===== src/rtl/lc3b_pkg.sv =====
// Shared decode constants for the LC-3b control-store sequencer: opcode field
// positions, control-store geometry, illegal-opcode mask and slot state encoding.
package lc3b_pkg;

   localparam int OPC_HI = 15;
   localparam int OPC_LO = 12;
   localparam int IR_STEER_A = 11;
   localparam int IR_STEER_B = 5;

   localparam int CS_ADDR_WIDTH = 6;
   localparam int CS_WORD_WIDTH = 23;
   localparam logic [15:0] ILLEGAL_OPS_DEFAULT = 16'h0D00;

   typedef enum logic {
      S_EMPTY = 1'b0,
      S_FULL  = 1'b1
   } slot_state_t;

   // Microcode entry: opcode plus two steering bits picking the variant.
   function automatic logic [CS_ADDR_WIDTH-1:0] cs_addr_of(input logic [15:0] ir);
      return {ir[OPC_HI:OPC_LO], ir[IR_STEER_A], ir[IR_STEER_B]};
   endfunction

endpackage


===== src/rtl/cs_addr_gen.sv =====
// Combinational IR-to-control-store-address mapping with illegal-opcode lookup;
// kept separate so later decode logic can reuse it.
module cs_addr_gen
   import lc3b_pkg::*;
#(
   parameter int          ADDR_WIDTH  = CS_ADDR_WIDTH,
   parameter logic [15:0] ILLEGAL_OPS = ILLEGAL_OPS_DEFAULT
) (
   input  logic [15:0]           ir,
   output logic [ADDR_WIDTH-1:0] addr,
   output logic                  illegal
);

   assign addr    = cs_addr_of(ir);
   assign illegal = ILLEGAL_OPS[ir[OPC_HI:OPC_LO]];

endmodule


===== src/rtl/cs_sequencer.sv =====
// Decode-stage sequencer: one-slot skid between fetch and execute that aligns IR/PC
// with the synchronous control-store read. Optional counters under CS_SEQ_PERF_EN.
module cs_sequencer
   import lc3b_pkg::*;
#(
   parameter int          CS_WIDTH    = CS_WORD_WIDTH,
   parameter int          ADDR_WIDTH  = CS_ADDR_WIDTH,
   parameter logic [15:0] ILLEGAL_OPS = ILLEGAL_OPS_DEFAULT
) (
   input  logic                  clk,
   input  logic                  reset_n,
   input  logic                  in_valid,
   output logic                  in_ready,
   input  logic [15:0]           in_ir,
   input  logic [15:0]           in_pc,
   input  logic                  flush,
   output logic [ADDR_WIDTH-1:0] cs_addr,
   input  logic [CS_WIDTH-1:0]   cs_bits,
   output logic                  out_valid,
   input  logic                  out_ready,
   output logic [15:0]           out_ir,
   output logic [15:0]           out_pc,
   output logic [CS_WIDTH-1:0]   out_cs,
   output logic                  out_illegal
`ifdef CS_SEQ_PERF_EN
   ,
   output logic [15:0]           stall_cnt,
   output logic [15:0]           illegal_cnt
`endif
);

   slot_state_t           state, state_nxt;
   logic                  accept;
   logic [ADDR_WIDTH-1:0] in_addr;
   logic                  in_illegal;

   cs_addr_gen #(
      .ADDR_WIDTH  (ADDR_WIDTH),
      .ILLEGAL_OPS (ILLEGAL_OPS)
   ) u_in_gen (
      .ir      (in_ir),
      .addr    (in_addr),
      .illegal (in_illegal)
   );

   assign in_ready  = !flush && (state == S_EMPTY || out_ready);
   assign accept    = in_valid && in_ready;
   assign out_valid = (state == S_FULL);

   // While holding, re-address the held IR so the ROM keeps returning its word.
   assign cs_addr = accept ? in_addr : cs_addr_of(out_ir);
   assign out_cs  = (out_valid && !out_illegal) ? cs_bits : '0;

   // NOTE: default assigned first so every path drives state_nxt; no latch.
   always_comb begin
      state_nxt = state;
      if (flush)
         state_nxt = S_EMPTY;
      else if (accept)
         state_nxt = S_FULL;
      else if (state == S_FULL && out_ready)
         state_nxt = S_EMPTY;
   end

   // NOTE: sequential state uses non-blocking assignments so all registers
   // update together from pre-edge values.
   always_ff @(posedge clk or negedge reset_n) begin
      if (!reset_n) begin
         state       <= S_EMPTY;
         out_ir      <= '0;
         out_pc      <= '0;
         out_illegal <= 1'b0;
      end else begin
         state <= state_nxt;
         if (accept) begin
            out_ir      <= in_ir;
            out_pc      <= in_pc;
            out_illegal <= in_illegal;
         end
      end
   end

`ifdef CS_SEQ_PERF_EN
   always_ff @(posedge clk or negedge reset_n) begin
      if (!reset_n) begin
         stall_cnt   <= '0;
         illegal_cnt <= '0;
      end else begin
         if (out_valid && !out_ready && stall_cnt != 16'hFFFF)
            stall_cnt <= stall_cnt + 16'd1;
         if (accept && in_illegal && illegal_cnt != 16'hFFFF)
            illegal_cnt <= illegal_cnt + 16'd1;
      end
   end
`endif

endmodule


===== config.mk =====
export PLATFORM = sky130hd
export DESIGN_NAME = cs_sequencer
export DESIGN_NICKNAME = d
export VERILOG_FILES = /design/src/rtl/lc3b_pkg.sv /design/src/rtl/cs_addr_gen.sv /design/src/rtl/cs_sequencer.sv
export SDC_FILE = /design/constraint.sdc
export NUM_CORES = 1
export LEC_CHECK = 0
export CORE_MARGIN = 2
export CORE_UTILIZATION = 66
export CTS_CLUSTER_DIAMETER = 30
export DETAILED_ROUTE_END_ITERATION = 8
export DONT_BUFFER_PORTS = 1
export PLACE_DENSITY = 0.9
export SETUP_SLACK_MARGIN = 0.1
export SYNTH_ARGS = -nofsm -noshare
export SYNTH_HDL_FRONTEND = slang
export SYNTH_HIERARCHICAL = 1
export SYNTH_SLANG_ARGS = --single-unit
export TNS_END_PERCENT = 10

===== constraint.sdc =====
create_clock -name clk -period 3.3 [get_ports clk]
set_input_delay 0.66 -clock clk [delete_from_list [all_inputs] [get_ports clk]]
set_output_delay 0.66 -clock clk [all_outputs]
set_load 0.01 [all_outputs]

==> flow_summary_export.csv, run 1 <==
group,metric,value,unit
critical_path,cp-startpoint,"out_valid",
sta,hold_viol,0,
finish,drive_gt1_share,45.54,%
placement,placedInstanceArea,1575,sq um
global_routing,antenna_found_initial,0,
critical_path,cp_top_family,"simple AND/OR/NAND/NOR gates",
sta,relSlewSlack,41.34,%
global_routing,grt_pass1_wl,3877,um
route,vias,862,
route,wire_per_inst,21.10,um
route,drcViolationCount,0,
power_and_ir_drop,power,0.0009281,W
critical_path,r2r-start,"out_valid",
sta,fin_tns_setup,0,ps
synth,ys_ff_latch,34,
placement,place_ws,933.6,ps
clock_network,post_cts_buffers,0,
synth,synth-seq-area-share,52.35,%
sta,finClkSkew,8.153,ps
synth,syn_area_per_cell,14.01,sq um
global_routing,top_usage_layer,"met2",
critical_path,critPathArrivalTime,1940,ps
floorplanning,coreArea,2276,sq um
clock_network,path_clk_slew,100,ps
route,wl,2954,um
global_routing,grt_overflow,0,
floorplanning,num_rows,17,
critical_path,crit_chain,"nor2b_4 > or3b_4 > mux2_4",
global_routing,grt_max_degree,40,
clock_network,cts_inserted_buffers,5,
synth,netlist_area,1625,sq um
critical_path,crit_end,"cs_addr[0]",
finish,layout_commonest_cell,"dfrtp_1",
sta,tightest_slew,878.2,ps
route,drtIter0Drc,8,
critical_path,r2r_setup_slack,1590,ps
critical_path,max_stage_delay,610,ps
sta,finalCritPeriodShare,78.71,%
finish,mostFrequentLayoutCells,"dfrtp_1, mux2_2, and2_1",
global_routing,use_met1,21.89,%
critical_path,end_kind,"primary output",
power_and_ir_drop,irDropWorstVdd,0.0004365,V
clock_network,cts_hold_buf,0,
floorplanning,start_util,71.41,%
placement,gp_congestion,0.6440,
global_routing,grt_use_met3,10.56,%
route,via_per_inst,6.157,
sta,period_needed,2597,ps
finish,fin_nets,172,
hold_path,holdCritPathClass,"in2async",
clock_network,cts_tree,"done",
placement,place_hpwl,2357,um
placement,numPlacedInstances,132,
sta,max_freq,385.0,MHz
global_routing,met2_usage,34.98,%
floorplanning,die_h,53.63,um
sta,setup_viol,0,
critical_path,crit_cells,3,
placement,io_buffer_count,0,
outcome,status,"completed",
synth,synthCells,116,
critical_path,reg2regPathDepth,3,
floorplanning,die_w,53.63,um
clock_network,clock_path_buffers,2,
synth,ys.warnings.count,6,
finish,diodes,0,
clock_network,clock_latency,310,ps
clock_network,cts_resized,0,
synth,yosysUniqueCellTypes,13,
synth,syn_nets,176,
critical_path,cp_slowest_cell,"or3b_4",
route,dr.pass1.iters,2,
clock_network,numClockSinks,34,
route,drtAntennaViolNets,0,
sta,finalMaxSlewViolations,0,
clock_network,htreeDepth,2,
flow_run,drv_cap,0,
floorplanning,ios,124,
critical_path,worst-path-buf-inv,0,
critical_path,cp_max_fo,39,
sta,setup_ws,702.7,ps
global_routing,grt_usage,20.46,%
clock_network,root_buffer,"clkbuf_4",
critical_path,required,2640,ps
finish,fin_cells,140,
power_and_ir_drop,leakagePower,0.7491,nW
global_routing,grt_pass1_vias,829,
sta,rsz0062_at_grt,"no",
power_and_ir_drop,powerDensity,564.9,nW/um^2
critical_path,rr_endpoint,"out_ir[0]",
finish,finalInstanceArea,1643,sq um
floorplanning,dieArea,2876,sq um
finish,syn_to_final_growth,1.078,%
critical_path,start_kind,"register",
critical_path,crit_type,"reg2out",
[cells in the mapped netlist]
cell type	number	area [sq um]
nor2_1	3	11.26
and2_1	23	143.9
buf_2	2	10.01
nor2b_1	1	6.260
dfrtp_1	34	850.8
nor3b_2	1	12.51
buf_4	6	45.04
nor2b_4	2	27.53
mux2_4	10	150.1
buf_6	2	22.52
or3b_4	1	11.26
mux2_2	29	326.6
clkbuf_1	2	7.510
[kinds of logic (layout without fill, tap and decap cells)]
| group | after synthesis | count (layout) | share of synthesized area (%) |
|---|---|---|---|
| flops | 34 | 34 | 52.35 |
| buf+inv | 12 | 8 | 5.235 |
| simple gates | 31 | 31 | 13.09 |
| mux | 39 | 39 | 29.33 |
[flip-flops by register name, summed over array words and instances, names as in the netlist]
| name | flops |
|---|---|
| out_ir | 16 |
| out_illegal | 1 |
| out_pc | 16 |
| out_valid | 1 |
[stage by stage]
stage	utilization [%]	hold slack (ps)
detailed placement	69.21	364.9
global placement	69.21	364.9
finish	72.18	156.5
CTS	71.30	10.76
floorplan	-	364.4
global route	72.18	135.3
[how the worst min path moves through the flow]
stage	start	to	slack, ps	cells past startpoint
after floorplan	reset_n	out_illegal	360	0
after global routing	reset_n	out_ir[7]	140	1
after detailed placement	reset_n	out_ir[6]	360	0
after global placement	reset_n	out_ir[6]	360	0
after CTS	reset_n	out_ir[6]	10	0
final	reset_n	out_ir[6]	160	1
[area by class of cell]
class,count,area [sq um]
clock buffer,5,37.54
clock inverter,2,10.01
fill,148,633.1
multi-input combinational,70,689.4
sequential,34,850.8
tap,28,35.03
timing repair buffer,1,20.02
[where the power goes]
part           leakage, nW  switching (W)  internal (W)
clock               0.0308       0.000123     0.0000765
sequential           0.402      0.0000844      0.000486
combinational        0.316      0.0000656     0.0000933
total                0.749       0.000273      0.000656
[layer usage]
layer,vias to the layer above,share of wire (%)
met5,-,0
met4,0,0.34
met3,2,12
met2,71,55
met1,417,33
li1,372,-
No activity file was read; power rests on OpenSTA's default activity.
==> run 2: changes to the inputs <==
--- a/config.mk
+++ b/config.mk
@@ -6,11 +6,11 @@
 export NUM_CORES = 1
 export LEC_CHECK = 0
 export CORE_MARGIN = 2
-export CORE_UTILIZATION = 66
+export CORE_UTILIZATION = 61
 export CTS_CLUSTER_DIAMETER = 30
 export DETAILED_ROUTE_END_ITERATION = 8
 export DONT_BUFFER_PORTS = 1
-export PLACE_DENSITY = 0.9
+export PLACE_DENSITY = 0.85
 export SETUP_SLACK_MARGIN = 0.1
 export SYNTH_ARGS = -nofsm -noshare
 export SYNTH_HDL_FRONTEND = slang
==> constraint.sdc (replaced) <==
create_clock -name clk -period 2.6 [get_ports clk]
set_input_delay 0.52 -clock clk [delete_from_list [all_inputs] [get_ports clk]]
set_output_delay 0.52 -clock clk [all_outputs]
set_load 0.01 [all_outputs]
==> flow_summary_export.csv, run 2 (same netlist as run 1, synthesis figures left out) <==
group,metric,value,unit
sta,relSlewSlack,77.34,%
route,dr.pass1.iters,2,
clock_network,cts_hold_buf,2,
clock_network,numClockSinks,34,
route,drtAntennaViolNets,0,
critical_path,rr_endpoint,"out_ir[7]",
global_routing,grt_usage,21.94,%
placement,numPlacedInstances,136,
clock_network,root_buffer,"clkbuf_4",
power_and_ir_drop,leakagePower,0.7716,nW
route,drcViolationCount,0,
floorplanning,start_util,65.02,%
power_and_ir_drop,irDropWorstVdd,0.0005693,V
finish,fin_cells,146,
clock_network,cts_inserted_buffers,5,
sta,fin_tns_setup,0,ps
floorplanning,die_h,55.62,um
finish,fin_nets,175,
floorplanning,dieArea,3094,sq um
floorplanning,coreArea,2500,sq um
critical_path,cp-startpoint,"out_valid",
critical_path,critPathArrivalTime,1820,ps
clock_network,path_clk_slew,90,ps
finish,layout_commonest_cell,"dfrtp_1",
sta,max_freq,426.8,MHz
finish,syn_to_final_growth,4.465,%
clock_network,cts_tree,"done",
critical_path,start_kind,"register",
critical_path,crit_end,"cs_addr[3]",
route,wire_per_inst,21.40,um
outcome,status,"completed",
global_routing,grt_pass1_vias,975,
clock_network,clock_latency,330,ps
clock_network,cts_resized,0,
flow_run,drv_cap,0,
critical_path,r2r_setup_slack,780,ps
global_routing,grt_pass1_wl,5050,um
critical_path,crit_chain,"nor2b_4 > or3b_4 > mux2_4",
critical_path,end_kind,"primary output",
clock_network,htreeDepth,2,
finish,mostFrequentLayoutCells,"dfrtp_1, mux2_2, and2_1",
finish,drive_gt1_share,44.83,%
route,wl,3125,um
sta,finalCritPeriodShare,90.12,%
sta,hold_viol,0,
sta,finalMaxSlewViolations,0,
route,via_per_inst,6.007,
sta,hold_slack,246.3,ps
global_routing,grt_overflow,0,
power_and_ir_drop,powerDensity,763.9,nW/um^2
route,vias,877,
sta,rsz0062_at_grt,"no",
route,drtIter0Drc,11,
placement,io_buffer_count,0,
critical_path,required,2080,ps
critical_path,r2r-start,"out_valid",
critical_path,reg2regPathDepth,4,
global_routing,antenna_found_initial,0,
finish,diodes,0,
sta,period_needed,2343,ps
finish,reg.largest.list,"out_ir (16), out_pc (16)",
sta,tightest_slew,340.0,ps
clock_network,clock_path_buffers,2,
floorplanning,num_rows,18,
floorplanning,ios,124,
global_routing,grt_max_degree,35,
placement,gp_congestion,0.6881,
sta,setup_viol,0,
hold_path,hold_path_depth,1,
floorplanning,die_w,55.62,um
critical_path,cp_slowest_cell,"or3b_4",
sta,finClkSkew,7.632,ps
critical_path,crit_type,"reg2out",
critical_path,cp_max_fo,19,
clock_network,post_cts_buffers,0,
critical_path,max_stage_delay,520,ps
placement,place_hpwl,2442,um
hold_path,holdCritPathClass,"in2reg",
==> run 2: how the worst min path moves through the flow <==
stage,start,to,slack [ps]
final,flush,out_valid,250
after global routing,flush,out_valid,220
after floorplan,reset_n,out_illegal,220
after global placement,reset_n,out_pc[4],220
after detailed placement,reset_n,out_pc[12],220
after CTS,flush,out_valid,230
==> run 2: metrics by stage <==
step	setup WS [ps]	total power (W)	area (sq um)	util [%]
after CTS	221.1	0.001322	1698	67.92
final	256.9	0.001297	1698	67.92
after floorplan	561.4	0.0008989	1625	-
after global routing	175.1	0.001363	1698	67.92
after global placement	650.0	0.0009201	1593	63.71
after detailed placement	610.4	0.0009354	1593	63.71
==> run 2: final cells by class <==
type,count,area [sq um]
Fill cell,183,802.0
Sequential cell,34,850.8
Tap cell,30,37.54
Clock buffer,7,45.04
Clock inverter,1,30.03
Multi-Input combinational cell,70,689.4
Timing Repair Buffer,4,45.04
==> run 2: worst max-delay path: cells and delay by family, from the launching register on <==
kind	cells	cell delay, ps
AND/OR/NAND/NOR	2	680
flip-flops	1	440
multiplexers	1	370
==> run 2: power by group <==
| group | switching, W | internal [W] |
|---|---|---|
| logic | 0.0000858 | 0.000122 |
| registers | 0.000109 | 0.000617 |
| clock network | 0.000160 | 0.000204 |
==> run 2: per-layer routing <==
metal | vias up | share of wire, % | track usage (%)
met5 | - | 0 | 0
met2 | 63 | 58 | 40.14
met3 | 5 | 10 | 9.302
met1 | 427 | 29 | 21.24
met4 | 0 | 1.9 | 9.408
li1 | 382 | - | -
==> run 3: changes to the inputs <==
--- a/config.mk
+++ b/config.mk
@@ -7,7 +7,7 @@
 export LEC_CHECK = 0
 export CORE_MARGIN = 2
 export CORE_UTILIZATION = 61
-export CTS_CLUSTER_DIAMETER = 30
+export CTS_CLUSTER_DIAMETER = 200
 export DETAILED_ROUTE_END_ITERATION = 8
 export DONT_BUFFER_PORTS = 1
 export PLACE_DENSITY = 0.85
==> results of run 3 <==
Same layout as run 2: the final DEF is identical, and so are final timing and power.
